==> src/rtl/cpu_pkg.sv <==
`default_nettype none
// =============================================================================
// Module   : cpu_pkg
// Brief    : Shared fetch-path widths, halt encoding, FSM state and entry types.
// Revision : 1.0
// =============================================================================
package cpu_pkg;

   localparam int ADDR_W = 7;
   localparam int WORD_W = 32;
   localparam logic [WORD_W-1:0] HALT_WORD = 32'hFFFF_FFFF;

   typedef enum logic [1:0] {
      FS_RESET = 2'd0,
      FS_RUN   = 2'd1,
      FS_HALT  = 2'd2
   } fetch_state_t;

   typedef struct packed {
      logic [WORD_W-1:0] word;
      logic [ADDR_W-1:0] pc;
   } fetch_entry_t;

   // Occupancy after one cycle of buffer activity.
   function automatic logic [1:0] next_count(input logic [1:0] count,
                                             input logic       push,
                                             input logic       pop);
      return count + {1'b0, push} - {1'b0, pop};
   endfunction

endpackage
`default_nettype wire

==> src/rtl/fetch_unit_if.sv <==
`default_nettype none
// =============================================================================
// Module   : fetch_unit_if
// Brief    : ROM, redirect and decode handshake bundle for fetch_unit.
//            Carries the halted flag only when FETCH_HALT_EN is defined.
// Revision : 1.0
// =============================================================================
interface fetch_unit_if #(
   parameter int ADDR_W = cpu_pkg::ADDR_W,
   parameter int WORD_W = cpu_pkg::WORD_W
);

   logic [ADDR_W-1:0] rom_addr;
   logic              rom_en;
   logic [WORD_W-1:0] rom_data;
   logic              redirect_valid;
   logic [ADDR_W-1:0] redirect_addr;
   logic [WORD_W-1:0] instr;
   logic [ADDR_W-1:0] instr_pc;
   logic              instr_valid;
   logic              instr_ready;
`ifdef FETCH_HALT_EN
   logic              halted;
`endif

   modport master (
`ifdef FETCH_HALT_EN
      output halted,
`endif
      output rom_addr,
      output rom_en,
      input  rom_data,
      input  redirect_valid,
      input  redirect_addr,
      output instr,
      output instr_pc,
      output instr_valid,
      input  instr_ready
   );

   modport slave (
`ifdef FETCH_HALT_EN
      input  halted,
`endif
      input  rom_addr,
      input  rom_en,
      output rom_data,
      output redirect_valid,
      output redirect_addr,
      input  instr,
      input  instr_pc,
      input  instr_valid,
      output instr_ready
   );

endinterface
`default_nettype wire

==> src/rtl/fetch_buffer.sv <==
`default_nettype none
// =============================================================================
// Module   : fetch_buffer
// Brief    : Two-entry FIFO of fetched words with push/pop/flush and occupancy.
// Revision : 1.0
// =============================================================================
module fetch_buffer
   import cpu_pkg::*;
(
   input  logic         clk,
   input  logic         reset,
   input  logic         i_push,
   input  fetch_entry_t i_entry,
   input  logic         i_pop,
   input  logic         i_flush,
   output fetch_entry_t o_head,
   output logic [1:0]   o_count
);

   fetch_entry_t r_mem [2];
   logic         r_rd_ptr;
   logic         r_wr_ptr;
   logic [1:0]   r_count;
   logic         w_pop;
   logic         w_push;

   assign w_pop  = i_pop && (r_count != 2'd0);
   assign w_push = i_push && ((r_count != 2'd2) || w_pop);

   always_ff @(posedge clk or negedge reset) begin
      if (!reset) begin
         r_rd_ptr <= 1'b0;
         r_wr_ptr <= 1'b0;
         r_count  <= 2'd0;
      end else if (i_flush) begin
         r_rd_ptr <= 1'b0;
         r_wr_ptr <= 1'b0;
         r_count  <= 2'd0;
      end else begin
         if (w_push) r_wr_ptr <= ~r_wr_ptr;
         if (w_pop)  r_rd_ptr <= ~r_rd_ptr;
         r_count <= next_count(r_count, w_push, w_pop);
      end
   end

   // Storage needs no reset: the head is masked to zero while empty.
   always_ff @(posedge clk) begin
      if (w_push && !i_flush) r_mem[r_wr_ptr] <= i_entry;
   end

   assign o_head  = (r_count != 2'd0) ? r_mem[r_rd_ptr] : '0;
   assign o_count = r_count;

endmodule
`default_nettype wire

==> src/rtl/fetch_unit.sv <==
`default_nettype none
// =============================================================================
// Module   : fetch_unit
// Brief    : PC, ROM issue, redirect/kill and decode buffering for instruction
//            fetch. Optional halt-on-HALT_WORD behind FETCH_HALT_EN.
// Revision : 1.0
// =============================================================================
module fetch_unit #(
   parameter int               ADDR_W   = cpu_pkg::ADDR_W,
   parameter int               WORD_W   = cpu_pkg::WORD_W,
   parameter logic [ADDR_W-1:0] RESET_PC = '0
) (
   input  logic        clk,
   input  logic        reset,
   fetch_unit_if.master bus
);

   import cpu_pkg::*;

   fetch_state_t      r_state;
   fetch_state_t      w_state_nxt;
   logic [ADDR_W-1:0] r_pc;
   logic [ADDR_W-1:0] r_tag;
   logic              r_inflight;
   logic [1:0]        w_count;
   logic [2:0]        w_load;
   logic              w_pop;
   logic              w_push;
   logic              w_issue;
   logic              w_redirect;
   fetch_entry_t      w_entry;
   fetch_entry_t      w_head;

   // Redirects are only honoured once the FSM has left RESET.
   assign w_redirect = bus.redirect_valid && (r_state != FS_RESET);
   assign w_pop      = (w_count != 2'd0) && bus.instr_ready;
   assign w_load     = {1'b0, w_count} + {2'b00, r_inflight} - {2'b00, w_pop};
   assign w_issue    = (r_state == FS_RUN) && !bus.redirect_valid && (w_load < 3'd2);

   // Returned data is dropped when a redirect lands on it or fetch has halted.
   assign w_push     = r_inflight && !w_redirect && (r_state == FS_RUN);
   assign w_entry    = '{word: bus.rom_data, pc: r_tag};

   always_comb begin
      w_state_nxt = r_state;
      unique case (r_state)
         FS_RESET: w_state_nxt = FS_RUN;
         FS_RUN: begin
`ifdef FETCH_HALT_EN
            if (w_push && (bus.rom_data == HALT_WORD)) w_state_nxt = FS_HALT;
`endif
         end
         FS_HALT: begin
            if (w_redirect) w_state_nxt = FS_RUN;
         end
         default: w_state_nxt = FS_RESET;
      endcase
   end

   always_ff @(posedge clk or negedge reset) begin
      if (!reset) begin
         r_state    <= FS_RESET;
         r_pc       <= RESET_PC;
         r_tag      <= '0;
         r_inflight <= 1'b0;
      end else begin
         r_state    <= w_state_nxt;
         r_inflight <= w_issue;
         if (w_issue) r_tag <= r_pc;
         if (w_redirect)   r_pc <= bus.redirect_addr;
         else if (w_issue) r_pc <= r_pc + 1'b1;
      end
   end

   fetch_buffer u_buffer (
      .clk     (clk),
      .reset   (reset),
      .i_push  (w_push),
      .i_entry (w_entry),
      .i_pop   (w_pop),
      .i_flush (w_redirect),
      .o_head  (w_head),
      .o_count (w_count)
   );

   assign bus.rom_addr    = r_pc;
   assign bus.rom_en      = w_issue;
   assign bus.instr       = w_head.word;
   assign bus.instr_pc    = w_head.pc;
   assign bus.instr_valid = (w_count != 2'd0);
`ifdef FETCH_HALT_EN
   assign bus.halted      = (r_state == FS_HALT);
`endif

endmodule
`default_nettype wire
==> src/flat_wrapper.sv <==
// flat-port wrapper written by rule: the top's interface ports become plain ports
module fetch_unit_flat import cpu_pkg::*;
#(
   parameter int               ADDR_W   = cpu_pkg::ADDR_W,
   parameter int               WORD_W   = cpu_pkg::WORD_W,
   parameter logic [ADDR_W-1:0] RESET_PC = '0
)
  (clk, reset, bus_rom_addr, bus_rom_en, bus_rom_data, bus_redirect_valid, bus_redirect_addr, bus_instr, bus_instr_pc, bus_instr_valid, bus_instr_ready);
  fetch_unit_if #(.ADDR_W(ADDR_W), .WORD_W(WORD_W)) bus_i ();
  input  logic clk;
  input  logic reset;
  output wire logic [$bits(bus_i.rom_addr)-1:0] bus_rom_addr;
  output wire logic [$bits(bus_i.rom_en)-1:0] bus_rom_en;
  input wire logic [$bits(bus_i.rom_data)-1:0] bus_rom_data;
  input wire logic [$bits(bus_i.redirect_valid)-1:0] bus_redirect_valid;
  input wire logic [$bits(bus_i.redirect_addr)-1:0] bus_redirect_addr;
  output wire logic [$bits(bus_i.instr)-1:0] bus_instr;
  output wire logic [$bits(bus_i.instr_pc)-1:0] bus_instr_pc;
  output wire logic [$bits(bus_i.instr_valid)-1:0] bus_instr_valid;
  input wire logic [$bits(bus_i.instr_ready)-1:0] bus_instr_ready;
  assign bus_rom_addr = bus_i.rom_addr;
  assign bus_rom_en = bus_i.rom_en;
  assign bus_i.rom_data = bus_rom_data;
  assign bus_i.redirect_valid = bus_redirect_valid;
  assign bus_i.redirect_addr = bus_redirect_addr;
  assign bus_instr = bus_i.instr;
  assign bus_instr_pc = bus_i.instr_pc;
  assign bus_instr_valid = bus_i.instr_valid;
  assign bus_i.instr_ready = bus_instr_ready;
  fetch_unit #(.ADDR_W(ADDR_W), .WORD_W(WORD_W), .RESET_PC(RESET_PC)) u_core (.clk(clk), .reset(reset), .bus(bus_i));
endmodule
==> config.mk <==
export PLATFORM = sky130hd
export DESIGN_NAME = fetch_unit_flat
export DESIGN_NICKNAME = d
export VERILOG_FILES = /design/src/rtl/cpu_pkg.sv /design/src/rtl/fetch_unit_if.sv /design/src/rtl/fetch_buffer.sv /design/src/rtl/fetch_unit.sv /design/src/flat_wrapper.sv
export SDC_FILE = /design/constraint.sdc
export NUM_CORES = 1
export LEC_CHECK = 0
export ABC_AREA = 0
export BUFFER_PORTS_ARGS = -buffer_cell sky130_fd_sc_hd__buf_2
export CAP_MARGIN = 30
export CORE_UTILIZATION = 57
export CTS_CLUSTER_DIAMETER = 40
export DETAILED_ROUTE_END_ITERATION = 10
export PLACE_DENSITY = 0.81
export SLEW_MARGIN = 0
export SYNTH_ARGS = -nofsm -noshare
export SYNTH_HDL_FRONTEND = slang
export SYNTH_SLANG_ARGS = --single-unit
export TNS_END_PERCENT = 1
==> constraint.sdc <==
create_clock -name clk -period 6.5 [get_ports clk]
set_clock_uncertainty 0.15 [all_clocks]
set_input_delay 1.625 -clock clk [delete_from_list [all_inputs] [get_ports clk]]
set_output_delay 1.625 -clock clk [all_outputs]
set_load 0.1 [all_outputs]
==> results.ini, run 1 <==
[run_status]
status=finished clean

[global_route]
via_count_of_the_first_global_routing_pass=2160
wire_length_of_the_first_global_routing_pass_mm=10.46
grt_use_total_pct=19.56
grt_antenna_before_repair=0
pin_count_of_the_biggest_net_entering_global_routing=41
overflow=0

[die]
num_io_pins=91
fp.dieH_um=85.16
rows=29
die-area_um2=7251
die_w_um=85.16
initial_core_util_pct=60.68
core-area_um2=6495

[clock_tree]
tritoncts.num_buffers=9
clk_transition_reported_paths_ns=0.08
clock_latency_on_the_worst_skew_pair_ns=0.35
cts_tree=yes
clock-root-buffer=sky130_fd_sc_hd__clkbuf_8
clkSinkCount=98
cts_resized=0
maximum_number_of_buffers_from_clock_root_to_sink=2
cts_hold_repair.buffers=0
cts.repair_timing.setup_buffer_count=0
cts_htree_levels=3

[timing]
max-slew-margin-rel_pct=36.32
postLayoutSetupSlackWorst_ns=0.9285
setup_repair_after_global_routing_missed_its_margin=false
setup-tns-final_ns=0
tcrit_tclk_final_pct=85.72
fin_worst_hold_slack_ns=0.3297
report.final.setup_viol=0
final.min_clock_period_ns=5.572
maxClockFrequency_ghz=0.1795
slew_viol_final=0
max_slew.worst_pin.slew_ns=0.9530
report.final.hold_viol_count=0

[synth]
ys_dominant_reg_cell=sky130_fd_sc_hd__edfxtp_1
yosysWarnings=0
yosysSeqAreaShare_pct=72.13
mappedNetlistNets=303
yosys_register_bits=98
post_synthesis_share_of_cell_area_spent_on_xor_and_xnor_gates_pct=2.413
syn-cell-area_um2=3941
synth_adder_area_share_pct=1.460
synthesis.area_per_instance_um2=15.40
syn_inst=256
most_instantiated_cells_after_synthesis=78 x sky130_fd_sc_hd__edfxtp_1, 45 x sky130_fd_sc_hd__nor2_1, 40 x sky130_fd_sc_hd__mux2i_1
synth_simple_gate_area_share_pct=7.714
synth_top_family_by_area=multiplexers
synthArstFlopShare_pct=20.41
compound_cell_area_share_of_the_yosys_netlist_pct=1.714
synth-edff-count=78
synth_top_area_share_pct=59.43
post_synth_mux_area_share_pct=12.83
yosys.cell_count.top_type=sky130_fd_sc_hd__edfxtp_1
yosys-top-cells-area=sky130_fd_sc_hd__edfxtp_1 59%, sky130_fd_sc_hd__dfrtp_1 13%, sky130_fd_sc_hd__mux2i_1 10%
synth_largest_area_cell=sky130_fd_sc_hd__edfxtp_1
synth_cell_types=26

[critical_path]
crit_path_end=bus_rom_en
timing.critical_path.required_ns=4.72
nature_of_the_critical_path_startpoint=input pin
r2r_start=u_core.u_buffer.o_count[1]
startpoint=bus_instr_ready
r2r_cells=9
crit-reg2reg-capture=u_core.r_tag[5]
cp_max_fo=6
ff2ff_setup_slack_ns=3.23
path_class=input pin to output pin
worstSetupEndpointType=output pin
cp_data_arrival_time_ns=3.80

[detailed_routing]
first_iter_violations=110
route.final.wire_length_mm=6.600
drt_pre_antenna_iters=4
drc=0
drtAntennaViolNets=0
route.vias.total=2283
drt-wirelength-per-cell_um=15.31
avgViaCountPerCell=5.297

[layout]
layout.nets=396
multi_input_area_um2=1050
seqCellArea_um2=2844
nFillCells=437
area_growth_syn_to_layout_pct=18.73
drive_gt1_share_pct=33.62
antenna-diode-count=0

[job]
max-cap-violations=0

[placed_design]
place_hpwl_mm=4.302
dp_worst_setup_slack_ns=0.9259
io_buffer_count=90
gpl.final_weighted_congestion=0.7920

[hold_path]
min-delay-path-class=register to register

per-stage QoR:
stage,instance area [um^2],util (%),instances
2_1_floorplan,3941,-,256
3_3_place_gp,4467,68.77,414
3_5_place_dp,4494,69.20,415
4_1_cts,4679,72.05,431
5_1_grt,4679,72.05,431
6_report,4679,72.05,431
flip-flops by register name, indices dropped and copies added (netlist names):
| register | flops |
|---|---|
| u_core.u_buffer.r_mem | 78 |
| u_core.bus.rom_addr | 7 |
| u_core.r_tag | 7 |
| u_core.u_buffer.o_count | 2 |
| u_core.r_inflight | 1 |
| u_core.r_state | 1 |
| u_core.u_buffer.r_rd_ptr | 1 |
| u_core.u_buffer.r_wr_ptr | 1 |
metal layers:
layer  GRT usage (%)  vias up  routed length [um]
met5               0        -                   0
met4           9.861        0                 106
met3           5.058       10                 391
met2           30.21       76                3106
met1           26.02     1087                2996
li1                -     1110                   -
area by class of cell:
class	count	area share, %
clock buffer	10	2.727
clock inverter	6	1.230
inverter	3	0.2406
multi-input combinational	144	22.43
sequential	98	60.78
tap	77	2.059
timing repair buffer	93	10.53
cell usage in the layout, fill, tap and decap left out, drive strengths merged:
cell,netlist,layout
clkinvlp,0,2
edfxtp,78,78
ha,3,3
mux2,7,7
buf,5,93
a21oi,3,3
clkbuf,6,10
xnor2,4,4
and2,3,3
inv,3,3
a211oi,1,1
and4b,1,1
nand2,9,9
nand4,4,4
dfrtp,20,20
nor2,45,45
conb,1,1
and3,3,3
nor2b,2,2
clkinv,0,3
mux2i,40,40
fa,1,1
and4,1,1
nand2b,1,1
o21ai,9,9
xor2,6,6
bufinv,0,1
worst min path at each step:
| stage | startpoint | endpoint | slack (ns) | depth (start not counted) |
|---|---|---|---|---|
| after floorplan | u_core.r_tag[0] | u_core.u_buffer.r_mem[0][0] | 0.29 | 0 |
| after global placement | u_core.r_tag[6] | u_core.u_buffer.r_mem[1][6] | 0.31 | 0 |
| after detailed placement | u_core.r_tag[5] | u_core.u_buffer.r_mem[0][5] | 0.31 | 0 |
| after CTS | u_core.r_tag[5] | u_core.u_buffer.r_mem[1][5] | 0.33 | 0 |
| after global routing | u_core.r_tag[2] | u_core.u_buffer.r_mem[1][2] | 0.35 | 0 |
| final | u_core.r_tag[0] | u_core.u_buffer.r_mem[1][0] | 0.33 | 0 |
cells by family (layout without fill, tap and decap cells):
family	count (synthesis)	in the layout
AOI/OAI and AO/OA	13	13
xor gates and xnor gates	10	10
adders and majority gates	4	4
buffers and inverters	14	112
DFF	98	98
muxes	47	47
other	1	1
and+or+nand+nor	69	69
critical path, stage by stage:
cell and delay, ns:
sky130_fd_sc_hd__buf_2 0.10, sky130_fd_sc_hd__o21ai_0 0.21, sky130_fd_sc_hd__inv_1 0.09, sky130_fd_sc_hd__ha_1 0.27, sky130_fd_sc_hd__nand2b_1 0.16, sky130_fd_sc_hd__fa_1 0.42
sky130_fd_sc_hd__xnor2_2 0.25, sky130_fd_sc_hd__and3_1 0.22, sky130_fd_sc_hd__buf_2 0.43
Power of run 1 is left out: the tool's default activity adds up to more than one toggle a clock period on the data nets, which glitch-free logic cannot reach.
==> inputs of run 2 (changes only) <==
--- a/config.mk
+++ b/config.mk
@@ -8,9 +8,11 @@
 export ABC_AREA = 0
 export BUFFER_PORTS_ARGS = -buffer_cell sky130_fd_sc_hd__buf_2
 export CAP_MARGIN = 30
+export CORE_MARGIN = 3
 export CORE_UTILIZATION = 57
 export CTS_CLUSTER_DIAMETER = 40
 export DETAILED_ROUTE_END_ITERATION = 10
+export MAX_ROUTING_LAYER = met4
 export PLACE_DENSITY = 0.81
 export SLEW_MARGIN = 0
 export SYNTH_ARGS = -nofsm -noshare
==> constraint.sdc (replaced) <==
create_clock -name clk -period 6.47 [get_ports clk]
set_clock_uncertainty 0.15 [all_clocks]
set_input_delay 1.6175 -clock clk [delete_from_list [all_inputs] [get_ports clk]]
set_output_delay 1.6175 -clock clk [all_outputs]
set_load 0.1 [all_outputs]
==> results.ini, run 2 (synthesized netlist as in run 1, its figures left out) <==
[timing]
setup_repair_after_global_routing_missed_its_margin=false
maxClockFrequency_ghz=0.1788
slew_viol_final=0  ; unchanged
max-slew-margin-rel_pct=36.21  ; -0.11 points
setup-tns-final_ns=0  ; unchanged
max_slew.worst_pin.slew_ns=0.9569  ; +0.003866 ns
report.final.hold_viol_count=0  ; unchanged
report.final.setup_viol=0  ; unchanged
final.min_clock_period_ns=5.591
tcrit_tclk_final_pct=86.42

[clock_tree]
clkSinkCount=98  ; unchanged
cts_resized=0  ; unchanged
cts_htree_levels=3  ; unchanged
clock-root-buffer=sky130_fd_sc_hd__clkbuf_8
clk_transition_reported_paths_ns=0.09  ; about the same
maximum_number_of_buffers_from_clock_root_to_sink=2  ; unchanged
tritoncts.num_buffers=9  ; unchanged
cts_tree=yes
cts.repair_timing.setup_buffer_count=0  ; unchanged
cts_hold_repair.buffers=0  ; unchanged
clock_latency_on_the_worst_skew_pair_ns=0.34  ; about the same

[global_route]
via_count_of_the_first_global_routing_pass=2317  ; +7.3%
grt_use_total_pct=18.41  ; -1.2 points
wire_length_of_the_first_global_routing_pass_mm=10.65  ; +1.8%
pin_count_of_the_biggest_net_entering_global_routing=41  ; unchanged
grt_antenna_before_repair=0  ; unchanged
overflow=0  ; unchanged

[critical_path]
cp_max_fo=6  ; unchanged
path_class=input pin to output pin
worstSetupEndpointType=output pin
r2r_cells=9  ; unchanged
timing.critical_path.required_ns=4.70  ; -0.02 ns
nature_of_the_critical_path_startpoint=input pin
cp_data_arrival_time_ns=3.82  ; +0.02 ns

[detailed_routing]
first_iter_violations=70  ; -36%
avgViaCountPerCell=5.316  ; +0.35%
route.vias.total=2291  ; +0.35%
drt-wirelength-per-cell_um=15.56  ; +1.6%
drc=0  ; unchanged
drt_pre_antenna_iters=4  ; unchanged
route.final.wire_length_mm=6.706  ; +1.6%
drtAntennaViolNets=0  ; unchanged

[placed_design]
place_hpwl_mm=4.528  ; +5.3%
gpl.final_weighted_congestion=0.7660  ; -3.3%
io_buffer_count=90  ; unchanged

[layout]
antenna-diode-count=0  ; unchanged
top_register=u_core.u_buffer.r_mem
seqCellArea_um2=2844  ; unchanged
multi_input_area_um2=1050  ; unchanged
layout.nets=396  ; unchanged
area_growth_syn_to_layout_pct=18.16
layout_commonest_cell=sky130_fd_sc_hd__buf_2
nFillCells=445  ; +1.8%
layout_common_cells=90 x sky130_fd_sc_hd__buf_2, 78 x sky130_fd_sc_hd__edfxtp_1, 44 x sky130_fd_sc_hd__nor2_1
largest_register_ff_count=78  ; unchanged
drive_gt1_share_pct=34.18  ; +0.56 points

[die]
initial_core_util_pct=60.34  ; -0.34 points
die-area_um2=7949  ; +9.6%
num_io_pins=91  ; unchanged
die_w_um=89.16  ; +4.7%
rows=29  ; unchanged
core-area_um2=6531  ; +0.56%
fp.dieH_um=89.16  ; +4.7%

[job]
max-cap-violations=0  ; unchanged

[hold_path]
hold-path-cell-count=0  ; unchanged
min-delay-path-class=register to register

[run_status]
status=finished clean

[run 2: cell types whose count changed in the layout (fill, tap and decap cells not counted), sizes merged]
cell    delta
inv        +1
bufinv     -1
[run 2: per-stage QoR]
stage	util, %	hold slack (ns)	cells	setup slack, ns	cell area (um^2)
floorplan	-	0.2922	256	1.337	3941
global placement	68.39	0.3081	414	0.9893	4467
detailed placement	68.70	0.3127	415	0.8789	4487
CTS	71.30	0.3384	431	0.8732	4657
global route	71.30	0.3531	431	0.7211	4657
finish	71.30	0.3366	431	0.8785	4657
[run 2: per-layer routing]
layer,global-route usage (%),vias to the layer above,wire length (um)
li1,-,1110,-
met1,23.11,1101,2953
met2,30.21,73,3321
met3,3.318,7,358
met4,6.631,0,74
met5,-,-,0
[run 2: area by class of cell]
| cell class | instances | area share (%) |
|---|---|---|
| clock inverter | 6 | 0.9135 |
| tap | 77 | 2.069 |
| inverter | 3 | 0.2418 |
| clock buffer | 10 | 2.740 |
| sequential | 98 | 61.07 |
| multi-input combinational | 144 | 22.54 |
| timing repair buffer | 93 | 10.42 |
[run 2: worst max-delay path, stage by stage]
cell and delay, ns:
sky130_fd_sc_hd__buf_2 0.11, sky130_fd_sc_hd__o21ai_0 0.21, sky130_fd_sc_hd__inv_1 0.11, sky130_fd_sc_hd__ha_1 0.29
sky130_fd_sc_hd__nand2b_1 0.16, sky130_fd_sc_hd__fa_1 0.42, sky130_fd_sc_hd__xnor2_2 0.27, sky130_fd_sc_hd__and3_1 0.22
sky130_fd_sc_hd__buf_2 0.43
[run 2: final timing paths]
kind	start	to	slack, ns
setup / recovery	bus_instr_ready	bus_rom_en	0.88
hold / removal	u_core.r_tag[0]	u_core.u_buffer.r_mem[0][0]	0.34
setup reg to reg	u_core.u_buffer.o_count[1]	u_core.r_tag[6]	3.18
hold reg to reg	u_core.r_tag[0]	u_core.u_buffer.r_mem[0][0]	0.34
max in group asynchronous	reset	u_core.u_buffer.r_rd_ptr	4.77
min in group asynchronous	reset	u_core.bus.rom_addr[0]	1.05
Power of run 2 is left out for the same reason.
==> inputs of run 3 (changes only) <==
--- a/config.mk
+++ b/config.mk
@@ -17,5 +17,6 @@
 export SLEW_MARGIN = 0
 export SYNTH_ARGS = -nofsm -noshare
 export SYNTH_HDL_FRONTEND = slang
+export SYNTH_HIERARCHICAL = 1
 export SYNTH_SLANG_ARGS = --single-unit
 export TNS_END_PERCENT = 1
==> results.ini, run 3 <==
[die]
num_io_pins=91  ; unchanged
die-area_um2=7983  ; +0.44%
initial_core_util_pct=60.63  ; +0.29 points
fp.dieH_um=89.35  ; +0.22%
core-area_um2=6531  ; unchanged
rows=29  ; unchanged
die_w_um=89.35  ; +0.22%

[synth]
synth_simple_gate_area_share_pct=8.278  ; +0.56 points
synth_top_area_share_pct=59.15  ; -0.28 points
synth_largest_area_cell=sky130_fd_sc_hd__edfxtp_1
syn_inst=256  ; unchanged
yosysSeqAreaShare_pct=71.79  ; -0.34 points
mappedNetlistNets=303  ; unchanged
yosys_register_bits=98  ; unchanged
yosys.cell_count.top_type=sky130_fd_sc_hd__edfxtp_1
post_synth_mux_area_share_pct=12.92  ; +0.097 points
syn-cell-area_um2=3960  ; +0.48%
synth-edff-count=78  ; unchanged
yosysWarnings=6  ; +6
synth_adder_area_share_pct=1.453  ; -0.0069 points
synth_top_family_by_area=multiplexers
synth_cell_types=36  ; +38%
post_synthesis_share_of_cell_area_spent_on_xor_and_xnor_gates_pct=1.959  ; -0.45 points
yosys-top-cells-area=sky130_fd_sc_hd__edfxtp_1 59%, sky130_fd_sc_hd__dfrtp_1 13%, sky130_fd_sc_hd__mux2i_1 10%
synthArstFlopShare_pct=20.41  ; unchanged
synthesis.area_per_instance_um2=15.47  ; +0.48%
most_instantiated_cells_after_synthesis=78 x sky130_fd_sc_hd__edfxtp_1, 42 x sky130_fd_sc_hd__nor2_1, 41 x sky130_fd_sc_hd__mux2i_1
ys_dominant_reg_cell=sky130_fd_sc_hd__edfxtp_1
compound_cell_area_share_of_the_yosys_netlist_pct=1.359  ; -0.36 points

[power]
report.power.total_mw=1.763
total_leakage_power_nw=1.836
vdd_drop_max_uv=224.7
power_density_nw_per_um2=374.5

[timing]
final.min_clock_period_ns=5.532  ; -0.05937 ns
report.final.setup_viol=0  ; unchanged
max-slew-margin-rel_pct=34.62  ; -1.6 points
setup_repair_after_global_routing_missed_its_margin=false
setup-tns-final_ns=0  ; unchanged
report.final.hold_viol_count=0  ; unchanged
maxClockFrequency_ghz=0.1808  ; +1.1%
tcrit_tclk_final_pct=85.50  ; -0.92 points
slew_viol_final=0  ; unchanged
fin_worst_hold_slack_ns=0.3322  ; -0.004468 ns
max_slew.worst_pin.slew_ns=0.9801  ; +0.02325 ns

[layout]
postLayoutCellArea_um2=4707  ; +1.1%
largest_register_ff_count=78  ; unchanged
layout_common_cells=90 x sky130_fd_sc_hd__buf_2, 78 x sky130_fd_sc_hd__edfxtp_1, 41 x sky130_fd_sc_hd__mux2i_1, 41 x sky130_fd_sc_hd__nor2_1, 19 x sky130_fd_sc_hd__dfrtp_1
antenna-diode-count=0  ; unchanged
drive_gt1_share_pct=35.49  ; +1.3 points
layout.nets=397  ; +0.25%
layout_commonest_cell=sky130_fd_sc_hd__buf_2
final_cells=432  ; +0.23%
top_register=u_core/u_buffer/r_mem
area_growth_syn_to_layout_pct=18.86

[hold_path]
min-delay-path-class=register to register
hold-path-cell-count=0  ; unchanged

[clock_tree]
cts_hold_repair.buffers=0  ; unchanged
clkSinkCount=98  ; unchanged
clk_transition_reported_paths_ns=0.09  ; about the same
cts_htree_levels=3  ; unchanged
cts_tree=yes
clock_latency_on_the_worst_skew_pair_ns=0.35  ; about the same
cts_resized=0  ; unchanged
maximum_number_of_buffers_from_clock_root_to_sink=2  ; unchanged
cts.repair_timing.setup_buffer_count=0  ; unchanged
tritoncts.num_buffers=9  ; unchanged
clock-root-buffer=sky130_fd_sc_hd__clkbuf_8

[placed_design]
place.detailed.instances=416  ; +0.24%
place_hpwl_mm=4.575  ; +1.0%
gpl.final_weighted_congestion=0.8222  ; +7.3%
placement.cell_area_um2=4498  ; +0.25%
io_buffer_count=90  ; unchanged

[global_route]
pin_count_of_the_biggest_net_entering_global_routing=40  ; -2.4%
grt_antenna_before_repair=0  ; unchanged
overflow=0  ; unchanged
via_count_of_the_first_global_routing_pass=2268  ; -2.1%
grt_use_total_pct=18.60  ; +0.19 points
wire_length_of_the_first_global_routing_pass_mm=10.65  ; about the same

[critical_path]
timing.critical_path.required_ns=4.70  ; about the same
cp_data_arrival_time_ns=3.76  ; -0.06 ns
cp_max_fo=6  ; unchanged
worstSetupEndpointType=output pin
nature_of_the_critical_path_startpoint=input pin
r2r_cells=9  ; unchanged
path_class=input pin to output pin

[job]
max-cap-violations=0  ; unchanged

[run_status]
status=finished clean

[detailed_routing]
drt_pre_antenna_iters=4  ; unchanged
route.final.wire_length_mm=6.999  ; +4.4%
drc=0  ; unchanged
drt-wirelength-per-cell_um=16.20  ; +4.1%
route.vias.total=2308  ; +0.74%
first_iter_violations=87  ; +24%
avgViaCountPerCell=5.343  ; +0.51%
drtAntennaViolNets=0  ; unchanged

[run 3: cell types whose count changed after synthesis, moves of 3 or more]
cell	change
sky130_fd_sc_hd__mux2_2	+8
sky130_fd_sc_hd__nand2_1	-3
sky130_fd_sc_hd__nor2_1	-3
sky130_fd_sc_hd__o21ai_0	-3
sky130_fd_sc_hd__mux2_4	-7
sky130_fd_sc_hd__clkbuf_1	-3
sky130_fd_sc_hd__buf_4	+5
[run 3: final cells by class]
cell class | count | area, um^2
multi-input combinational | 143 | 1050
timing repair buffer | 94 | 493.0
clock buffer | 10 | 127.6
tap | 77 | 96.34
fill | 434 | 1824
inverter | 4 | 15.01
clock inverter | 6 | 81.33
sequential | 98 | 2844
[run 3: per-layer routing]
metal,wire length [um],up-vias,global-route usage (%),part of all wire [%]
li1,-,1112,-,-
met1,2986,1097,22.35,43
met2,3456,85,30.27,49
met3,419,14,4.516,6.0
met4,136,0,7.578,1.9
met5,0,-,-,0
[run 3: cell families after synthesis]
group | after synthesis
AO/OA/AOI/OAI | 10
XOR/XNOR | 8
adder cells (fa/ha/maj) | 4
buffers and inverters | 15
flip-flops | 98
multiplexers | 50
other | 1
AND/OR/NAND/NOR | 70
[run 3: final timing paths]
path,from,endpoint,slack (ns)
max,bus_instr_ready,bus_rom_en,0.94
min,u_core/r_tag[5],u_core/u_buffer/r_mem[1][5],0.33
max reg2reg,u_core/u_buffer/o_count[1],u_core/r_tag[1],3.14
min reg2reg,u_core/r_tag[5],u_core/u_buffer/r_mem[1][5],0.33
max in group asynchronous,reset,u_core/u_buffer/r_rd_ptr,4.78
min in group asynchronous,reset,u_core/u_buffer/o_count[0],1.05
[run 3: worst max-delay path, cell delays in order]
cell and delay [ns]:
sky130_fd_sc_hd__buf_2 0.09, sky130_fd_sc_hd__and2_1 0.19, sky130_fd_sc_hd__ha_1 0.31, sky130_fd_sc_hd__nand2b_1 0.18, sky130_fd_sc_hd__fa_1 0.41, sky130_fd_sc_hd__xnor2_2 0.29, sky130_fd_sc_hd__and3_1 0.23, sky130_fd_sc_hd__buf_2 0.43
[run 3: where the power goes]
| part | internal (mW) | switching (mW) |
|---|---|---|
| clock network | 0.215 | 0.194 |
| registers | 0.740 | 0.0443 |
| logic | 0.112 | 0.456 |
| total | 1.07 | 0.695 |
[run 3: per-stage QoR]
| step | utilization (%) | worst slack [ns] |
|---|---|---|
| 6_report | 72.07 | 0.9379 |
| 5_1_grt | 72.07 | 0.8771 |
| 4_1_cts | 72.07 | 0.9466 |
| 3_5_place_dp | 68.87 | 0.9525 |
| 3_3_place_gp | 68.56 | 1.073 |
| 2_1_floorplan | - | 0.8362 |
Note: power is estimated with default switching activity, not from simulation.
